[config.mk]
export PLATFORM = sky130hd
export DESIGN_NAME = fifo_wr_arb
export DESIGN_NICKNAME = d
export VERILOG_FILES = /design/src/rtl/fifo_wr_arb.sv
export SDC_FILE = /design/constraint.sdc
export NUM_CORES = 1
export LEC_CHECK = 0
export CAP_MARGIN = 20
export CORE_UTILIZATION = 40
export DETAILED_ROUTE_END_ITERATION = 16
export PLACE_DENSITY = 0.82
export SLEW_MARGIN = 20
export SYNTH_ARGS = -nofsm -noshare
export SYNTH_HDL_FRONTEND = slang
export SYNTH_SLANG_ARGS = --single-unit
[constraint.sdc]
create_clock -name clk -period 3.59 [get_ports clk]
set_clock_uncertainty 0.15 [all_clocks]
set_input_delay 0.5385 -clock clk [delete_from_list [all_inputs] [get_ports clk]]
set_output_delay 0.5385 -clock clk [all_outputs]
set_load 0.01 [all_outputs]
[src/rtl/fifo_wr_arb.sv]
`default_nettype none
// ============================================================================
// Module      : fifo_wr_arb
// Description : Round-robin, burst-bounded arbiter sharing one fifo write port
//               between two producers; acceptance is gated on fifo full.
// Revision    : 1.0 - initial release
// ============================================================================
module fifo_wr_arb #(
    parameter int MAX_BURST = 4,
    parameter int CNT_W     = 16
) (
    input  logic             clk,
    input  logic             reset_n,
    input  logic             req0,
    input  logic [31:0]      data0,
    output logic             ack0,
    input  logic             req1,
    input  logic [31:0]      data1,
    output logic             ack1,
    input  logic             fifo_full,
    output logic             fifo_wr_en,
    output logic [31:0]      fifo_d_in,
    output logic [1:0]       gnt,
    output logic [CNT_W-1:0] cnt0,
    output logic [CNT_W-1:0] cnt1
);

    typedef enum logic [1:0] {
        ST_IDLE = 2'b00,
        ST_G0   = 2'b01,
        ST_G1   = 2'b10
    } state_t;

    localparam logic [3:0] c_burst_end = 4'(MAX_BURST - 1);

    state_t           r_state_q, w_state_d;
    logic             r_last_q, w_last_d;
    logic [3:0]       r_burst_q, w_burst_d;
    logic [CNT_W-1:0] r_cnt0_q, w_cnt0_d;
    logic [CNT_W-1:0] r_cnt1_q, w_cnt1_d;

    logic w_xfer0;
    logic w_xfer1;
    logic w_xfer;
    logic w_burst_last;

    always_comb begin
        ack0       = (r_state_q == ST_G0) & ~fifo_full;
        ack1       = (r_state_q == ST_G1) & ~fifo_full;
        w_xfer0    = req0 & ack0;
        w_xfer1    = req1 & ack1;
        w_xfer     = w_xfer0 | w_xfer1;
        fifo_wr_en = w_xfer;
        unique case (r_state_q)
            ST_G0:   fifo_d_in = data0;
            ST_G1:   fifo_d_in = data1;
            default: fifo_d_in = 32'h0;
        endcase
        w_burst_last = w_xfer & (r_burst_q == c_burst_end);
    end

    always_comb begin
        w_state_d = r_state_q;
        w_last_d  = r_last_q;
        w_burst_d = r_burst_q;
        w_cnt0_d  = r_cnt0_q;
        w_cnt1_d  = r_cnt1_q;

        // Tie in IDLE goes to whichever requester was not served last.
        unique case (r_state_q)
            ST_IDLE: begin
                if (req0 && (!req1 || r_last_q)) w_state_d = ST_G0;
                else if (req1)                   w_state_d = ST_G1;
            end
            ST_G0: begin
                if (!req0)                     w_state_d = req1 ? ST_G1 : ST_IDLE;
                else if (w_burst_last && req1) w_state_d = ST_G1;
            end
            ST_G1: begin
                if (!req1)                     w_state_d = req0 ? ST_G0 : ST_IDLE;
                else if (w_burst_last && req0) w_state_d = ST_G0;
            end
            default: w_state_d = ST_IDLE;
        endcase

        if (w_state_d != r_state_q) begin
            if (w_state_d == ST_G0) w_last_d = 1'b0;
            if (w_state_d == ST_G1) w_last_d = 1'b1;
        end

        // A lone requester keeps streaming, so the burst count wraps in place.
        if ((w_state_d != r_state_q) || w_burst_last) w_burst_d = 4'd0;
        else if (w_xfer)                               w_burst_d = r_burst_q + 4'd1;

        if (w_xfer0 && (r_cnt0_q != {CNT_W{1'b1}})) w_cnt0_d = r_cnt0_q + CNT_W'(1);
        if (w_xfer1 && (r_cnt1_q != {CNT_W{1'b1}})) w_cnt1_d = r_cnt1_q + CNT_W'(1);
    end

    always_ff @(posedge clk or negedge reset_n) begin
        if (!reset_n) begin
            r_state_q <= ST_IDLE;
            r_last_q  <= 1'b1;
            r_burst_q <= 4'd0;
            r_cnt0_q  <= '0;
            r_cnt1_q  <= '0;
        end else begin
            r_state_q <= w_state_d;
            r_last_q  <= w_last_d;
            r_burst_q <= w_burst_d;
            r_cnt0_q  <= w_cnt0_d;
            r_cnt1_q  <= w_cnt1_d;
        end
    end

    assign gnt  = r_state_q;
    assign cnt0 = r_cnt0_q;
    assign cnt1 = r_cnt1_q;

endmodule
`default_nettype wire

# ---- Yosys cells after proc, flatten, opt, wreduce, memory -nomap -nowiden
# Index checks and enable logic that the tools add are counted.
dict set report classes {
  add_sub_neg 3
  n_eq_ne 8
  mux 14
  bitwise 7
  n_reduce_logical 12
}
# cell count
set op_table {}
lappend op_table {{case mux 32 bit (2 select lines)} 1}
lappend op_table {{adder 16 x 1 -> 16 bit (second input constant)} 2}
lappend op_table {{inequality test 16 bit (second input constant)} 2}
lappend op_table {{2-to-1 mux 2 bit} 7}
lappend op_table {{2-to-1 mux 4 bit} 2}
lappend op_table {{case mux 2 bit (3 select lines)} 1}
lappend op_table {{bitwise AND 1 bit} 5}
lappend op_table {{logical AND 1 bit} 5}
lappend op_table {{adder 4 x 1 -> 4 bit (second input constant)} 1}
lappend op_table {{== test 2 x 1 -> 1 bit (second input constant)} 2}
lappend op_table {{== test 2 bit (second input constant)} 2}
lappend op_table {{== test 4 x 2 -> 1 bit (second input constant)} 1}
lappend op_table {{nonzero test 2 bit} 2}
lappend op_table {{2-to-1 mux 1 bit} 3}
lappend op_table {{zero test 2 bit} 1}
lappend op_table {{logical OR 1 bit} 2}
lappend op_table {{inequality test 2 bit} 1}
lappend op_table {{AND reduction 2 bit} 1}
lappend op_table {{zero test 1 bit} 1}
lappend op_table {{NOT 1 bit} 1}
lappend op_table {{OR 1 bit} 1}
dict set report totals {
  reg_bits 39
  input_bits 69
  output_inout_bits 69
  elab_cells 49
}

# ---- Logic depth before layout (Yosys ltp)
dict set report logic_depth {
  ltp_word 12
  mapped_depth 9
  depth_no_buf 9
}

# ---- Worst setup path before layout
# Ideal clock, no wire load.
dict set report synth_path {
  path_kind {flip-flop to flip-flop}
  start {register r_state_q[0] (netlist: gnt[0])}
  end {register r_last_q}
  setup_time_ns 0.085
  arrival_ns 2.438
  required_time_ns 3.355
  path_slack_ns 0.918
  path_stages_with_launch 10
  path_buffers 1
  synth_period_minus_slack_ns 2.672
  path_cell_list {dfrtp_1 -> inv_1 -> ha_1 -> clkbuf_1 -> o311ai_1 -> o211ai_1 -> nand2b_1 -> ha_1 -> nor4_2 -> mux2_1}
}
dict set report synth_via {
  elab_chain_cells 12
  word_cells_on_any_way 24
  classes_between {5 x eq/ne; 8 x mux; 6 x bitwise; 5 x reduce/logical}
}
# element line
set synth_lines {}
lappend synth_lines {{from (decl)} 36} ;# state_t r_state_q, w_state_d;
lappend synth_lines {{from (signal assigned)} 107} ;# r_state_q <= w_state_d;
lappend synth_lines {{== test 2 x 1 -> 1 bit / == test 2 bit (equally long branches)} {48, 70, 49}}
lappend synth_lines {{bitwise AND 1 bit (on tied branches)} {48, 49}}
lappend synth_lines {{bitwise AND 1 bit (on tied branches)} {50, 51}}
lappend synth_lines {{OR 1 bit} 52} ;# w_xfer = w_xfer0 | w_xfer1;
lappend synth_lines {{bitwise AND 1 bit} 59} ;# w_burst_last = w_xfer & (r_burst_q == c_burst_end);
lappend synth_lines {{logical AND 1 bit (on tied branches)} {81, 77}}
lappend synth_lines {{2-to-1 mux 2 bit (on tied branches)} {81, 77}}
lappend synth_lines {{2-to-1 mux 2 bit (on tied branches)} {80, 76}}
lappend synth_lines {{case mux 2 bit (3 select lines)} 70} ;# unique case (r_state_q)
lappend synth_lines {{== test 2 x 1 -> 1 bit / == test 2 bit (equally long branches)} {87, 88}}
lappend synth_lines {{nonzero test 2 bit (no line)} -}
lappend synth_lines {{AND reduction 2 bit (no line)} -}
lappend synth_lines {{to (signal assigned)} 108} ;# r_last_q <= w_last_d;
lappend synth_lines {{to (decl)} 37} ;# logic r_last_q, w_last_d;
# Several ways; a longest one is shown, not always the timed one.
# A chain may end at the register's enable or synchronous reset.

# ---- Worst setup path after layout
dict set report layout_path {
  start {register r_state_q[0] (netlist: gnt[0])}
  end {output port fifo_d_in[24]}
}
dict set report layout_via {
  elab_chain_cells 2
  word_cells_on_any_way 3
  classes_between {2 x eq/ne; 1 x mux}
}
# element line
set layout_lines {}
lappend layout_lines {{== test 2 bit / == test 2 x 1 -> 1 bit (equally long branches)} 54} ;# unique case (r_state_q)
lappend layout_lines {{case mux 32 bit (2 select lines) *} 54}
lappend layout_lines {{to (decl)} 22} ;# output logic [31:0] fifo_d_in,
# Every way passes the cells marked *; elsewhere a longest branch is shown, timed or not.

==> run metrics <==
largest net degree at the start of global routing=40; Seq cells post-synth=39; Ports=138; worst skew pair latency=290 ps; Nets=484; Die Span Y=82.4 microns; Final min period=3290 ps; syn avg cell area=9.54 sq um; H-tree depth=2; final estimated routing congestion in global placement=0.828; first-pass GRT wire length=11000 microns; Remaining DRCs=0; Ant. Diodes=0; Critical-path top delay cell=clkdlybuf4s50_1; worst setup margin=301 ps; max cap viols=0; Synthesis Warnings=0; Async S/R FF share, synth=100%; Max Clk Rate=304 MHz; IO buf count=137; vias in the first global route=2335; CTS tree=yes; commonest non-fill, non-tap cell in the layout=clkdlybuf4s50_1; Tcrit/Tclk final=91.6%; EDFF count, synth=0; Req. time, crit path=2900 ps; Worst Tran Pin Value=948 ps; min-delay worst type=in -> async; Worst Path Max Fanout=32; GRT Total Usage=21.1%; Critical Path Sink Type=output pin; 1st-iter DRT viols=104; layout cells sized above 1=6.86%; CTS buffer count=5; Starting Density=42.7%; pre-CTS setup slack=278 ps; row count=28; crit-path leading delay family=buffers and inverters; Resized cells post-CTS=0; Startpoint Class=register; WP data arrival=2600 ps; Worst Path Buf+Inv=3; RSZ-0062 raised after global routing=no; Slew Limit Fails=0; die width=82.4 microns; final hold vios=0; Setup Fix Bufs, Post-CTS=0; die area=6790 sq um; final-layout fill cell count=478; critical path type=reg -> out; Cell variety after synth=49; Setup TNS Final=0 ps; P&R area growth vs syn=58.8%; DR WL/cell=15.4 microns; pwr/cell area=536 nW/um^2; CP cell instances=inv_1 -> ha_1 -> buf_4 -> a22oi_1 -> nor2b_1 -> clkdlybuf4s50_1; Mapped Cells=271; peak supply drop=0.000400 V; status=completed; Core ar.=6060 sq um; sequential area share after synthesis=37.8%; clock-pin slew on the worst setup and hold paths=80 ps; DRT Pass-1 Iters=4; Syn Std Cell Area=2580 sq um; Root Buffer=clkbuf_8; clock sink count=39; final wirelength=7440 microns; Max Buffers Root-to-Sink=2; hold bufs inserted after CTS=0; total congestion overflow=0; initial antenna violation count=0; HPWL after DPL=5770 microns; ys flop type=dfrtp_1; syn nets=348; via count=2548; crit-path max cell delay=560 ps; commonest cells after routing, fill and taps aside=136 x clkdlybuf4s50_1, 38 x dfrtp_1, 34 x a22oi_1, 34 x nor2b_1, 24 x xnor2_1; ANT nets after route=0; relative slew slack=36.6%; drt via density=5.28; leakage power=1.60 nW; final setup vio count=0
[through the flow]
stage                     cells  hold WS [ps]  total power, mW  area, sq um  util [%]
after floorplan             271          92.9             1.33         2580         -
after global placement      475           326             1.89         4020      66.3
after detailed placement    475           336             1.91         4020      66.3
after CTS                   483           238             2.21         4100      67.7
after global routing        483           271             2.36         4100      67.7
final                       483           202             2.20         4100      67.7
[state kept, by name, summed over array words and instances (netlist names)]
signal,flops
cnt1,16
gnt,2
r_last_q,1
cnt0,16
r_burst_q,4
[cells in the mapped netlist, types with 3 or more instances]
| cell | count | area, sq um |
|---|---|---|
| nand2_1 | 18 | 67.6 |
| ha_1 | 8 | 100 |
| and3_1 | 4 | 25.0 |
| dfrtp_1 | 38 | 951 |
| clkbuf_1 | 7 | 26.3 |
| nand2b_1 | 3 | 18.8 |
| inv_1 | 6 | 22.5 |
| nor2_1 | 12 | 45.0 |
| a21o_1 | 3 | 22.5 |
| buf_1 | 3 | 11.3 |
| xor2_1 | 6 | 52.6 |
| a22oi_1 | 34 | 255 |
| a21oi_1 | 7 | 35.0 |
| nor2b_1 | 34 | 213 |
| nand4_1 | 6 | 37.5 |
| nand3_1 | 17 | 85.1 |
| xnor2_1 | 24 | 210 |
[kinds of logic (layout without fill, tap and decap cells)]
group | count (synthesis) | in the layout | share of synthesized area (%)
multiplexers | 5 | 5 | 2.08
adder cells (fa/ha/maj) | 8 | 8 | 3.87
AO/OA/AOI/OAI | 59 | 59 | 17.7
buffers and inverters | 19 | 156 | 3.34
AND/OR/NAND/NOR | 111 | 111 | 25.0
XOR/XNOR | 30 | 30 | 10.2
flip-flops | 39 | 39 | 37.8
[worst reg2reg max path, stage by stage (launching register included)]
cell	delay, ps
dfrtp_1	520
inv_1	220
ha_1	330
nand2_1	110
a311oi_2	320
nand2_1	100
a21oi_1	220
ha_1	280
nor4_2	290
mux2_1	340
[area by class of cell]
type	instances	area, sq um	area share (%)
multi-input cells	213	1520	37.1
flip-flops and latches	39	977	23.8
inverters	6	22.5	0.549
well taps	75	93.8	2.29
repair buffers	142	1400	34.2
clock buffers	6	72.6	1.77
clock inverters	2	12.5	0.305
[layer usage]
| layer | GRT usage [%] | vias to the layer above | wire (microns) |
|---|---|---|---|
| met5 | 0 | - | 0 |
| met4 | 4.91 | 0 | 56 |
| met3 | 3.30 | 7 | 280 |
| met2 | 36.6 | 64 | 3940 |
| met1 | 27.5 | 1230 | 3160 |
| li1 | - | 1247 | - |
[worst paths after layout]
| check | cells past startpoint | startpoint | to | slack [ps] |
|---|---|---|---|---|
| max in group asynchronous | 1 | reset_n | cnt0[13] | 2550 |
| min in group clk | 1 | cnt1[10] | cnt1[10] | 350 |
| setup reg to reg | 9 | gnt[0] | r_last_q | 650 |
| hold reg to reg | 1 | cnt1[10] | cnt1[10] | 350 |
| hold / removal | 1 | reset_n | cnt0[5] | 200 |
| setup / recovery | 6 | gnt[0] | fifo_d_in[24] | 300 |
[report_power, final]
group | internal (mW) | leakage, nW | switching, mW
Combinational | 0.712 | 1.04 | 0.616
Clock | 0.136 | 0.0412 | 0.161
Sequential | 0.498 | 0.524 | 0.0785
Total | 1.35 | 1.60 | 0.855
Power figures use the tool's default switching activity.
==> RTL change 1, RTL diff (config.mk and constraints unchanged) <==
Change the parameter `CNT_W` from 16 to 14.
--- a/src/rtl/fifo_wr_arb.sv
+++ b/src/rtl/fifo_wr_arb.sv
@@ -7,7 +7,7 @@
 // ============================================================================
 module fifo_wr_arb #(
     parameter int MAX_BURST = 4,
-    parameter int CNT_W     = 16
+    parameter int CNT_W     = 14
 ) (
     input  logic             clk,
     input  logic             reset_n,
Ports: changed (resized cnt0 and cnt1); port bits go from 138 to 134. No check against the original RTL was run, so the function may have changed too.
==> RTL change 1 against the unedited design <==
Utilization up 1.2 points; routed wire length down 6.1%; total power down 4.4%; area after synthesis down 11%; clock power up 4%; global-route usage up 1.7 points; worst setup slack worse by 0.095 ns; sequential cell count down 4; synthesized cell count down 8.9%; cell area down 7.0%; largest power group unchanged.
==> RTL change 1: results (changes against the unedited design) <==
grt_max_degree: 36  # was 40
grt_pass1_wl_mm: 11.0  # about the same
reg2reg_slack_ns: 0.74  # was 0.65 ns
synth.yosys.seq_area_share_pct: 37.9  # was 37.8%
yosys.cell_types.count: 41  # was 49
status: "finished, final reports clean"  # unchanged
antenna_found_initial: 0  # unchanged
fillers: 473  # was 478
cap_viol_max_count: 0  # unchanged
whs_ns: 0.343  # was 0.202 ns
gp_congestion: 0.836  # was 0.828
syn_nets: 324  # was 348
synth-async-reset-ratio_pct: 100  # unchanged
synthMostInstantiatedCell: "dfrtp_1"  # unchanged
clkTransAtPathRegs_ns: 0.07
first_iter_violations: 76  # was 104
port_buffers: 133  # was 137
leakagePower_uw: 0.00154  # was 0.00160 uW
grtUsageTotal_pct: 22.9  # was 21.1%
dp_hpwl_mm: 5.36  # was 5.77 mm
cts.htree.levels: 2  # unchanged
worstPathArrival_ns: 2.70  # was 2.60 ns
drc: 0  # unchanged
cp_top_family: "buffers and inverters"  # unchanged
relSlewSlack_pct: 62.1  # was 36.6%
root_buffer: "clkbuf_8"  # unchanged
synth_commonest_cells: "dfrtp_1, nor2b_1, a22oi_1"  # was dfrtp_1, a22oi_1, nor2b_1
clock_latency_ns: 0.28
antenna_cells: 0  # unchanged
first_pass_iters: 4  # unchanged
nNetsFinal: 455  # was 484
drive_above_1_share_pct: 6.07  # was 6.86%
post-place-ws_ns: 0.289  # was 0.278 ns
worstHoldPathType: "register to register"  # was input pin to async pin
worstPathMaxFanout: 13  # was 32
synth.area.top_cells: "dfrtp_1, a22oi_1, nor2b_1"  # unchanged
clk_path_buf_depth: 2  # unchanged
cts_resized: 0  # unchanged
peakVddDrop_mv: 0.368  # was 0.400 mV
slowest_stage: "clkdlybuf4s50_1"  # unchanged
ys_warn_count: 0  # unchanged
wirelength_mm: 6.98  # was 7.44 mm
cts_setup_buffers: 0  # unchanged
grt_pass1_vias: 2232  # was 2335
clock.fmax_mhz: 296  # was 304 MHz
cts_buffers: 5  # unchanged
vias: 2341  # was 2548
max_stage_delay_ns: 0.64  # was 0.56 ns
RTL change 1: logic make-up (layout without fill, tap and decap cells):
group                      after synthesis  after routing  synth area share, %
and+or+nand+nor                         99             99                 24.6
adders and majority gates                8              8                 4.33
muxes                                    4              4                 1.79
buffers and inverters                   23            155                 3.79
DFF                                     35             35                 37.9
xor gates and xnor gates                30             30                 11.4
AOI/OAI and AO/OA                       48             48                 16.2
RTL change 1: path summary, 6_finish.rpt:
check / endpoint / cells past startpoint / start
setup / recovery: fifo_wr_en / 5 / gnt[0]$_DFF_PN0_
hold / removal: cnt0[12]$_DFFE_PN0P_ / 1 / cnt0[12]$_DFFE_PN0P_
setup reg to reg: cnt1[7]$_DFFE_PN0P_ / 9 / gnt[0]$_DFF_PN0_
hold reg to reg: cnt0[12]$_DFFE_PN0P_ / 1 / cnt0[12]$_DFFE_PN0P_
max in group asynchronous: r_last_q$_DFFE_PN1P_ / 2 / reset_n
min in group asynchronous: cnt1[6]$_DFFE_PN0P_ / 2 / reset_n
RTL change 1: final cells by class:
| type | instances | area share [%] |
|---|---|---|
| tap | 72 | 2.36 |
| clock buffer | 7 | 2.52 |
| sequential | 35 | 23.0 |
| clock inverter | 1 | 0.197 |
| multi-input combinational | 189 | 35.3 |
| timing repair buffer | 137 | 35.7 |
| inverter | 10 | 0.983 |
RTL change 1: stage by stage:
| stage | total power (uW) | area, sq um | std cells | util [%] |
|---|---|---|---|---|
| 2_1_floorplan | 1230 | 2310 | 247 | - |
| 5_1_grt | 2250 | 3820 | 451 | 68.9 |
| 3_3_place_gp | 1770 | 3710 | 443 | 67.0 |
| 6_report | 2100 | 3820 | 451 | 68.9 |
| 4_1_cts | 2130 | 3820 | 451 | 68.9 |
| 3_5_place_dp | 1810 | 3710 | 443 | 67.0 |
RTL change 1: worst reg2reg max path, delay by kind of cell, from the launching register on:
| kind | cells | cell delay (ns) |
|---|---|---|
| adder cells (fa/ha/maj) | 1 | 0.50 |
| flip-flops | 1 | 0.48 |
| AND/OR/NAND/NOR | 5 | 1.00 |
| AO/OA/AOI/OAI | 1 | 0.29 |
| buffers and inverters | 1 | 0.20 |
| XOR/XNOR | 1 | 0.15 |
RTL change 1: where the power goes:
part / leakage, uW / internal, uW / switching, uW
logic: 0.00102 / 679 / 584
registers: 0.000463 / 454 / 78.6
clock network: 0.0000505 / 174 / 135
RTL change 1: per-layer routing:
| layer | vias up | GRT usage [%] | share of wire (%) |
|---|---|---|---|
| met5 | - | 0 | 0 |
| met3 | 4 | 5.70 | 7.8 |
| met2 | 93 | 41.1 | 50 |
| met4 | 0 | 5.00 | 0.76 |
| li1 | 1133 | - | - |
| met1 | 1111 | 27.5 | 41 |
==> RTL change 2, RTL diff (same flow settings) <==
Made on the original files. Reset style: synchronous (`reset_n`), changed in one clocked block.
--- a/src/rtl/fifo_wr_arb.sv
+++ b/src/rtl/fifo_wr_arb.sv
@@ -96,7 +96,7 @@
         if (w_xfer1 && (r_cnt1_q != {CNT_W{1'b1}})) w_cnt1_d = r_cnt1_q + CNT_W'(1);
     end
 
-    always_ff @(posedge clk or negedge reset_n) begin
+    always_ff @(posedge clk) begin
         if (!reset_n) begin
             r_state_q <= ST_IDLE;
             r_last_q  <= 1'b1;
Check against the original RTL: differs if reset_n is asserted again (counterexample within 4 cycles, from zero or initial values and one cycle with reset_n low); with reset_n held inactive, the same outputs for 10 cycles.
==> RTL change 2 against the unedited design <==
Cell area decreased by 1.9%; global-route usage increased by 0.40 points; worst setup slack improved by 0.12 ns; area after synthesis decreased by 3.6%; sequential cell count unchanged; routed wire length increased by 0.61%.
Power is not compared: it rests on default switching activity, and its combinational part moved more than twofold at a synthesized area within 25%.
==> RTL change 2: results (changes against the unedited design) <==
synth.yosys.seq_area_share_pct: 31.3  # was 37.8%
tightest_slew_ns: 0.995  # was 0.948 ns
clk_path_buf_depth: 2  # unchanged
dp_hpwl_mm: 5.75  # was 5.77 mm
worstPathArrival_ns: 2.48  # was 2.60 ns
grt_pass1_vias: 2507  # was 2335
worstHoldPathType: "register to register"  # was input pin to async pin
post_drt_wl_per_cell_um: 14.4  # was 15.4 um
first_pass_iters: 7  # was 4
status: "finished, final reports clean"  # unchanged
worstPathMaxFanout: 17  # was 32
grtUsageTotal_pct: 21.5  # was 21.1%
root_buffer: "clkbuf_8"  # unchanged
drive_above_1_share_pct: 5.87  # was 6.86%
syn_inst: 309  # was 271
ys.flop_type: "dfxtp_1"  # was dfrtp_1
grt_max_degree: 33  # was 40
antenna_found_initial: 0  # unchanged
wirelength_mm: 7.48  # was 7.44 mm
viasPerCell: 5.24  # was 5.28
dp_cells: 510  # was 475
gp_congestion: 0.856  # was 0.828
nNetsFinal: 519  # was 484
yosys.cell_types.count: 42  # was 49
grt_pass1_wl_mm: 11.1  # was 11.0 mm
cts.htree.levels: 2  # unchanged
synth-async-reset-ratio_pct: 0  # was 100%
syn_nets: 386  # was 348
antenna_cells: 0  # unchanged
synth.area.top_cells: "dfxtp_1, a22oi_1, nor2b_1"  # was dfrtp_1, a22oi_1, nor2b_1
synth_commonest_cells: "dfxtp_1, nor2_1, a22oi_1, nor2b_1, nand2_1"  # was dfrtp_1, a22oi_1, nor2b_1
post-place-ws_ns: 0.346  # was 0.278 ns
first_iter_violations: 132  # was 104
peakVddDrop_mv: 0.247
## RTL change 2: cell types whose count changed after synthesis, sizes merged, moves of 4 or more
cell and change:
xnor2 -11, xor2 +7, o21ai +6, nor2 +24, nand3 -6, or3 +7
dfxtp +39, inv +4, clkbuf +8, dfrtp -38
## RTL change 2: stage by stage
step	area (sq um)	hold slack, ns	total power (uW)
5_1_grt	4030	0.396	1430
2_1_floorplan	2490	0.365	814
3_5_place_dp	3940	0.349	1070
6_report	4030	0.359	1350
4_1_cts	4030	0.360	1370
3_3_place_gp	3940	0.338	1060
## RTL change 2: report_power, final
part	internal, uW	switching, uW	leakage (uW)
Clock	135	160	0.0000402
Combinational	328	269	0.00101
Sequential	444	18.1	0.000315
Total	907	447	0.00136
## RTL change 2: worst max-delay path, cell delays in order (launching register included)
cell and delay (ns):
dfxtp_1 0.51, inv_1 0.16, ha_1 0.54, buf_4 0.26
nor2b_1 0.15, clkdlybuf4s50_1 0.57
## RTL change 2: path summary, 6_finish.rpt
check	end	start	slack, ns	cells after the start
max	fifo_d_in[27]	gnt[0]$_SDFF_PN0_	0.42	5
min	cnt1[10]$_SDFFE_PN0P_	cnt1[10]$_SDFFE_PN0P_	0.36	2
max reg2reg	r_last_q$_SDFFE_PN1P_	gnt[0]$_SDFF_PN0_	0.61	10
min reg2reg	cnt1[10]$_SDFFE_PN0P_	cnt1[10]$_SDFFE_PN0P_	0.36	2
## RTL change 2: area by class of cell
cell class              instances  area [sq um]
inverters                      10          37.5
well taps                      75          93.8
flip-flops and latches         39           781
multi-input cells             242          1600
clock inverters                 3          20.0
repair buffers                144          1420
clock buffers                   5          68.8
fillers                       502          1930
## RTL change 2: cell families after synthesis
group	share of synthesized area, %
buffers and inverters	4.42
AO/OA/AOI/OAI	18.3
XOR/XNOR	9.14
flip-flops	31.3
adder cells (fa/ha/maj)	4.02
multiplexers	2.01
AND/OR/NAND/NOR	30.8
## RTL change 2: routing by layer
metal	wire (um)	up-vias	track usage (%)	share of wire, %
met5	0	-	0	0
met3	648	8	5.39	8.7
met2	3770	94	41.5	50
li1	-	1362	-	-
met4	78	0	7.14	1.0
met1	2980	1251	22.4	40
